===== src/rtl/keypad_pkg.sv =====
// rtl/keypad_pkg.sv - shared types, constants and helpers for the keypad scanner
package keypad_pkg;

    localparam int KP_ROWS = 4;
    localparam int KP_COLS = 4;
    localparam logic [KP_ROWS-1:0] KP_IDLE_ROWS = 4'b1111;

    typedef enum logic [1:0] {
        SCAN     = 2'd0,
        DEBOUNCE = 2'd1,
        PRESSED  = 2'd2,
        REL_DB   = 2'd3
    } kp_state_e;

    // Active-low column drive: only the indexed column is pulled low.
    function automatic logic [KP_COLS-1:0] col_drive(input logic [1:0] idx);
        return ~(4'b0001 << idx);
    endfunction

    // Index of the lowest-numbered low row; row 0 wins on a multi-row press.
    function automatic logic [1:0] lowest_low_row(input logic [KP_ROWS-1:0] rows);
        logic [1:0] idx;
        if (!rows[0])      idx = 2'd0;
        else if (!rows[1]) idx = 2'd1;
        else if (!rows[2]) idx = 2'd2;
        else               idx = 2'd3;
        return idx;
    endfunction

endpackage


===== src/rtl/sync_2ff.sv =====
// rtl/sync_2ff.sv - two-flop synchronizer for asynchronous board inputs
// Ports:
//   clk, rst_n : clock, asynchronous active-low reset
//   i_async    : asynchronous input bus
//   o_sync     : synchronized copy, resets to all ones (idle for pulled-up pins)
module sync_2ff #(
    parameter int WIDTH = 1
) (
    input  logic             clk,
    input  logic             rst_n,
    input  logic [WIDTH-1:0] i_async,
    output logic [WIDTH-1:0] o_sync
);

    logic [WIDTH-1:0] r_meta;
    logic [WIDTH-1:0] r_sync;

    always_ff @(posedge clk or negedge rst_n) begin
        if (!rst_n) begin
            r_meta <= '1;
            r_sync <= '1;
        end else begin
            r_meta <= i_async;
            r_sync <= r_meta;
        end
    end

    assign o_sync = r_sync;

endmodule


===== src/rtl/keypad_scanner.sv =====
// rtl/keypad_scanner.sv - 4x4 active-low matrix keypad scanner with debounce
// Ports:
//   clk, rst_n : clock, asynchronous active-low reset
//   row_in     : keypad rows, active-low, asynchronous
//   col_out    : column drive, active-low, exactly one bit low
//   key_code   : {row_idx, col_idx} of the last accepted key
//   key_valid  : one-cycle strobe on an accepted press
//   key_held   : high while the accepted key is still held
module keypad_scanner
    import keypad_pkg::*;
#(
    parameter int SCAN_DIV     = 1000,
    parameter int DEBOUNCE_CNT = 20000
) (
    input  logic               clk,
    input  logic               rst_n,
    input  logic [KP_ROWS-1:0] row_in,
    output logic [KP_COLS-1:0] col_out,
    output logic [3:0]         key_code,
    output logic               key_valid,
    output logic               key_held
);

    localparam int DIV_W = (SCAN_DIV > 1) ? $clog2(SCAN_DIV) : 1;
    localparam int DB_W  = $clog2(DEBOUNCE_CNT + 1);
    localparam logic [DIV_W-1:0] DIV_LAST = DIV_W'(SCAN_DIV - 1);
    localparam logic [DB_W-1:0]  DB_LAST  = DB_W'(DEBOUNCE_CNT - 1);

    logic [KP_ROWS-1:0] w_row_s;
    logic               w_rows_idle;

    kp_state_e          r_state;
    logic [1:0]         r_col_idx;
    logic [DIV_W-1:0]   r_div;
    logic [DB_W-1:0]    r_db_cnt;
    logic [KP_ROWS-1:0] r_row_pat;
    logic [1:0]         r_row_idx;
    logic [KP_COLS-1:0] r_col_out;
    logic [3:0]         r_key_code;
    logic               r_key_valid;
    logic               r_key_held;

    sync_2ff #(
        .WIDTH (KP_ROWS)
    ) u_row_sync (
        .clk     (clk),
        .rst_n   (rst_n),
        .i_async (row_in),
        .o_sync  (w_row_s)
    );

    assign w_rows_idle = (w_row_s == KP_IDLE_ROWS);

    always_ff @(posedge clk or negedge rst_n) begin
        if (!rst_n) begin
            r_state     <= SCAN;
            r_col_idx   <= 2'd0;
            r_div       <= '0;
            r_db_cnt    <= '0;
            r_row_pat   <= KP_IDLE_ROWS;
            r_row_idx   <= 2'd0;
            r_col_out   <= 4'b1110;
            r_key_code  <= 4'd0;
            r_key_valid <= 1'b0;
            r_key_held  <= 1'b0;
        end else begin
            r_key_valid <= 1'b0;
            case (r_state)
                SCAN: begin
                    // Rows are only judged on the last cycle of a slot so the
                    // synchronizer has settled on the newly driven column.
                    if (r_div == DIV_LAST) begin
                        r_div <= '0;
                        if (w_rows_idle) begin
                            r_col_idx <= r_col_idx + 2'd1;
                            r_col_out <= col_drive(r_col_idx + 2'd1);
                        end else begin
                            r_row_pat <= w_row_s;
                            r_row_idx <= lowest_low_row(w_row_s);
                            r_db_cnt  <= '0;
                            r_state   <= DEBOUNCE;
                        end
                    end else begin
                        r_div <= r_div + 1'b1;
                    end
                end

                DEBOUNCE: begin
                    if (w_row_s != r_row_pat) begin
                        r_div   <= '0;
                        r_state <= SCAN;
                    end else if (r_db_cnt == DB_LAST) begin
                        r_key_valid <= 1'b1;
                        r_key_code  <= {r_row_idx, r_col_idx};
                        r_key_held  <= 1'b1;
                        r_state     <= PRESSED;
                    end else begin
                        r_db_cnt <= r_db_cnt + 1'b1;
                    end
                end

                PRESSED: begin
                    // Pattern changes while any row stays low are ignored.
                    if (w_rows_idle) begin
                        r_db_cnt <= '0;
                        r_state  <= REL_DB;
                    end
                end

                REL_DB: begin
                    if (!w_rows_idle) begin
                        r_state <= PRESSED;
                    end else if (r_db_cnt == DB_LAST) begin
                        r_key_held <= 1'b0;
                        r_div      <= '0;
                        r_col_idx  <= r_col_idx + 2'd1;
                        r_col_out  <= col_drive(r_col_idx + 2'd1);
                        r_state    <= SCAN;
                    end else begin
                        r_db_cnt <= r_db_cnt + 1'b1;
                    end
                end

                default: r_state <= SCAN;
            endcase
        end
    end

    assign col_out   = r_col_out;
    assign key_code  = r_key_code;
    assign key_valid = r_key_valid;
    assign key_held  = r_key_held;

endmodule


===== config.mk =====
export PLATFORM = sky130hd
export DESIGN_NAME = keypad_scanner
export DESIGN_NICKNAME = d
export VERILOG_FILES = /design/src/rtl/keypad_pkg.sv /design/src/rtl/sync_2ff.sv /design/src/rtl/keypad_scanner.sv
export SDC_FILE = /design/constraint.sdc
export NUM_CORES = 1
export LEC_CHECK = 0
export CAP_MARGIN = 15
export CORE_UTILIZATION = 45
export CTS_BUF_LIST = sky130_fd_sc_hd__clkbuf_8
export DETAILED_ROUTE_END_ITERATION = 8
export SETUP_SLACK_MARGIN = 0.1
export SYNTH_ARGS = -nofsm -noshare
export SYNTH_HDL_FRONTEND = slang
export SYNTH_SLANG_ARGS = --single-unit

===== constraint.sdc =====
create_clock -name clk -period 2.8 [get_ports clk]
set_input_delay 0.7 -clock clk [delete_from_list [all_inputs] [get_ports clk]]
set_output_delay 0.7 -clock clk [all_outputs]
set_load 0.1 [all_outputs]

==> results of run 1 <==
## metrics by stage
step	utilization [%]	total power, mW
2_1_floorplan	-	0.801
3_3_place_gp	51.6	0.827
3_5_place_dp	51.6	0.827
4_1_cts	53.4	1.28
5_1_grt	53.4	1.32
6_report	53.4	1.26
## critical path, delay by kind of cell (launching register included)
family / cells / cell delay (ns)
AOI/OAI and AO/OA: 1 / 0.15
and+or+nand+nor: 3 / 1.47
DFF: 1 / 0.43
muxes: 1 / 0.33
## path summary, 6_finish.rpt
kind                                           startpoint                              to  slack (ns)  depth (start not counted)
setup reg to reg                 r_db_cnt[12]$_DFFE_PN0P_        r_col_idx[1]$_DFFE_PN0P_        0.32                          5
min in group asynchronous                           rst_n        r_col_idx[1]$_DFFE_PN0P_        0.49                          2
hold reg to reg            u_row_sync.r_meta[3]$_DFF_PN1_  u_row_sync.o_sync[3]$_DFF_PN1_        0.36                          0
setup / recovery                 r_db_cnt[12]$_DFFE_PN0P_        r_col_idx[1]$_DFFE_PN0P_        0.32                          5
max in group asynchronous                           rst_n            r_div[5]$_DFFE_PN0P_        1.85                          2
hold / removal             u_row_sync.r_meta[3]$_DFF_PN1_  u_row_sync.o_sync[3]$_DFF_PN1_        0.36                          0
## state kept, by name, indices dropped and copies added (netlist names)
register           flops
r_col_idx              2
key_held               1
u_row_sync.r_meta      4
r_row_pat              4
r_db_cnt              15
u_row_sync.o_sync      4
key_valid              1
col_out                4
r_state                2
key_code               4
r_row_idx              2
r_div                 10
## synthesized netlist by cell type (all sizes together), types with 2 or more instances
| master | count |
|---|---|
| a22o | 5 |
| o31ai | 6 |
| nor2 | 16 |
| mux2i | 4 |
| o21ai | 15 |
| inv | 9 |
| ha | 6 |
| nand2 | 24 |
| a221o | 5 |
| nor4 | 4 |
| nor3 | 9 |
| dfrtp | 38 |
| o22ai | 2 |
| o22a | 3 |
| a21oi | 4 |
| clkbuf | 4 |
| and3 | 6 |
| nor3b | 2 |
| mux2 | 9 |
| or3 | 2 |
| a211oi | 2 |
| buf | 4 |
| o211ai | 2 |
| dfstp | 15 |
| xnor2 | 6 |
| nand3 | 11 |
| and2 | 2 |
| a31oi | 6 |
| and4 | 3 |
| nor2b | 2 |
| nand4 | 7 |
## layout make-up
cell class	instances	area [um^2]
Timing Repair Buffer	23	180
Sequential cell	53	1350
Multi-Input combinational cell	179	1230
Fill cell	510	2600
Tap cell	72	90.1
Clock inverter	3	26.3
Inverter	9	33.8
Clock buffer	5	68.8
## metal layers
layer / wire (um) / vias to the layer above / GRT usage, %
li1: - / 971 / -
met1: 2710 / 920 / 27.2
met2: 2410 / 22 / 29.0
met3: 99 / 2 / 4.83
met4: 27 / 0 / 3.89
met5: 0 / - / 0
## power by group through the flow
stage / registers (mW) / logic (mW) / clock network [mW]
floorplan: 0.794 / 0.00696 / 0
global placement: 0.795 / 0.0322 / 0
detailed placement: 0.795 / 0.0321 / 0
CTS: 0.781 / 0.0321 / 0.467
global route: 0.782 / 0.0359 / 0.504
finish: 0.781 / 0.0308 / 0.447
## logic make-up (layout without fill, tap and decap cells)
family | count (synthesis) | in the layout | synth area share (%)
adder cells (fa/ha/maj) | 6 | 6 | 2.83
XOR/XNOR | 7 | 7 | 2.31
buffers and inverters | 17 | 40 | 2.79
flip-flops | 53 | 53 | 50.8
multiplexers | 13 | 13 | 5.48
AND/OR/NAND/NOR | 96 | 96 | 19.7
AO/OA/AOI/OAI | 57 | 57 | 16.2
==> flow_summary.yaml, run 1 <==
critical_path:
  critPathLaunchType: "flop"
  crit_chain: "or4_4 > nor4_4 > a21oi_2 > or3_1 > mux2_4"
  critPathArrivalTime_ns: 2.68
  crit_path_top_delay_cell: "or4_4"
  end_kind: "flop"
  cp.required_ns: 3.00
  crit_fanout: 6
  worstSetupPathType: "flop to flop"
  cp_slowest_stage_delay_ns: 0.60
timing:
  period_share_pct: 88.7
  slew_violations: 0
  clock_skew_ns: 0.00673
  setup_viol: 0
  period_needed_ns: 2.48
  whs_ns: 0.361
  setup_tns_ns: 0
  worst_pin_slew_ns: 0.666
  rsz0062_at_grt: "false"
  setup_ws_ns: 0.316
  fmax_ghz: 0.403
  relSlewSlack_pct: 55.6
  hold_viol: 0
finish:
  nNetsFinal: 283
  drive_gt1_share_pct: 21.7
  syn2layout_area_growth_pct: 12.3
  final_common_cell: "dfrtp_1"
  finalInstanceArea_mm2: 0.00297
  stdcell_count: 344
  final_cell_mix: "dfrtp_1, nand2_1, buf_4"
  diodes: 0
cts:
  post_cts_buffers: 0
  clock-root-buffer: "clkbuf_8"
  htreeDepth: 2
  clkTransAtPathRegs_ns: 0.10
  cts_hold_buf: 0
  cts.sinks: 53
  ctsResizeCount: 0
  cts_max_path_buffers: 2
  cts_tree: "done"
  cts_inserted_buffers: 5
  clk_latency_ns: 0.30
yosys:
  yosys_warnings: 0
  synth_area_mm2: 0.00265
  synth_edf_count: 0
  synth_ff_type: "dfrtp_1"
  syn-instance-count: 249
  synthArstFlopShare_pct: 100
  synth_seq_area_share_pct: 50.8
  ys_ff_latch: 53
  synth_area_leaders: "dfrtp_1, dfstp_2, mux2_2, nand2_1, ha_1"
  yosys.area.top_type: "dfrtp_1"
  synth.distinct_cells: 54
  netlist.area_leader.share_pct: 35.9
  postSynthAreaPerCell_um2: 10.6
  syn_nets: 261
place:
  dp_cells: 336
  place_ws_ns: 0.327
  dp_hpwl_um: 3660
  gp_routability_congestion: 0.783
  portBuffers: 15
  placed_area_mm2: 0.00288
route:
  avgViaCountPerCell: 5.57
  avgRoutedWirePerCell_um: 15.3
  ant_nets: 0
  firstDrtPassIters: 6
  route.detailed.drc: 0
  vias: 1915
  drt_iter0_markers: 111
  wl_um: 5250
die:
  die_h_um: 78.7
  io_pins: 16
  start_util_pct: 47.5
  std_cell_rows: 27
  die_w_um: 78.7
  coreArea_mm2: 0.00557
  fp.dieArea_mm2: 0.00620
power:
  clkPwrFrac_pct: 35.5
  p_per_area_mw_per_mm2: 423
  p_switching_uw: 289
  swShare_pct: 23.0
  peakVddDrop_mv: 0.337
  seqPwrFrac_pct: 62.1
  combPwrFrac_pct: 2.4
  p_int_uw: 969
  leakage_nw: 1.27
grt:
  grt_start_max_net_pins: 54
  antenna_found_initial: 0
  overflow: 0
  grtUsageTotal_pct: 19.0
  first_global_vias: 1815
  grt_pass1_wl_um: 9080
outcome:
  status: "complete, no violations"
worst_hold_path:
  hold_path.class: "flop to flop"
run:
  maxCapViolCount: 0
No activity file was read; power rests on OpenSTA's default activity.
==> inputs of run 2 (changes only) <==
--- a/config.mk
+++ b/config.mk
@@ -9,7 +9,6 @@
 export CORE_UTILIZATION = 45
 export CTS_BUF_LIST = sky130_fd_sc_hd__clkbuf_8
 export DETAILED_ROUTE_END_ITERATION = 8
-export SETUP_SLACK_MARGIN = 0.1
 export SYNTH_ARGS = -nofsm -noshare
 export SYNTH_HDL_FRONTEND = slang
 export SYNTH_SLANG_ARGS = --single-unit
==> results of run 2 <==
Final layout, timing and power as in run 1 (identical DEF).
==> inputs of run 3 (changes only) <==
--- a/config.mk
+++ b/config.mk
@@ -5,6 +5,7 @@
 export SDC_FILE = /design/constraint.sdc
 export NUM_CORES = 1
 export LEC_CHECK = 0
+export ABC_AREA = 0
 export CAP_MARGIN = 15
 export CORE_UTILIZATION = 45
 export CTS_BUF_LIST = sky130_fd_sc_hd__clkbuf_8
==> results of run 3 <==
Final layout, timing and power as in run 1 (identical DEF).
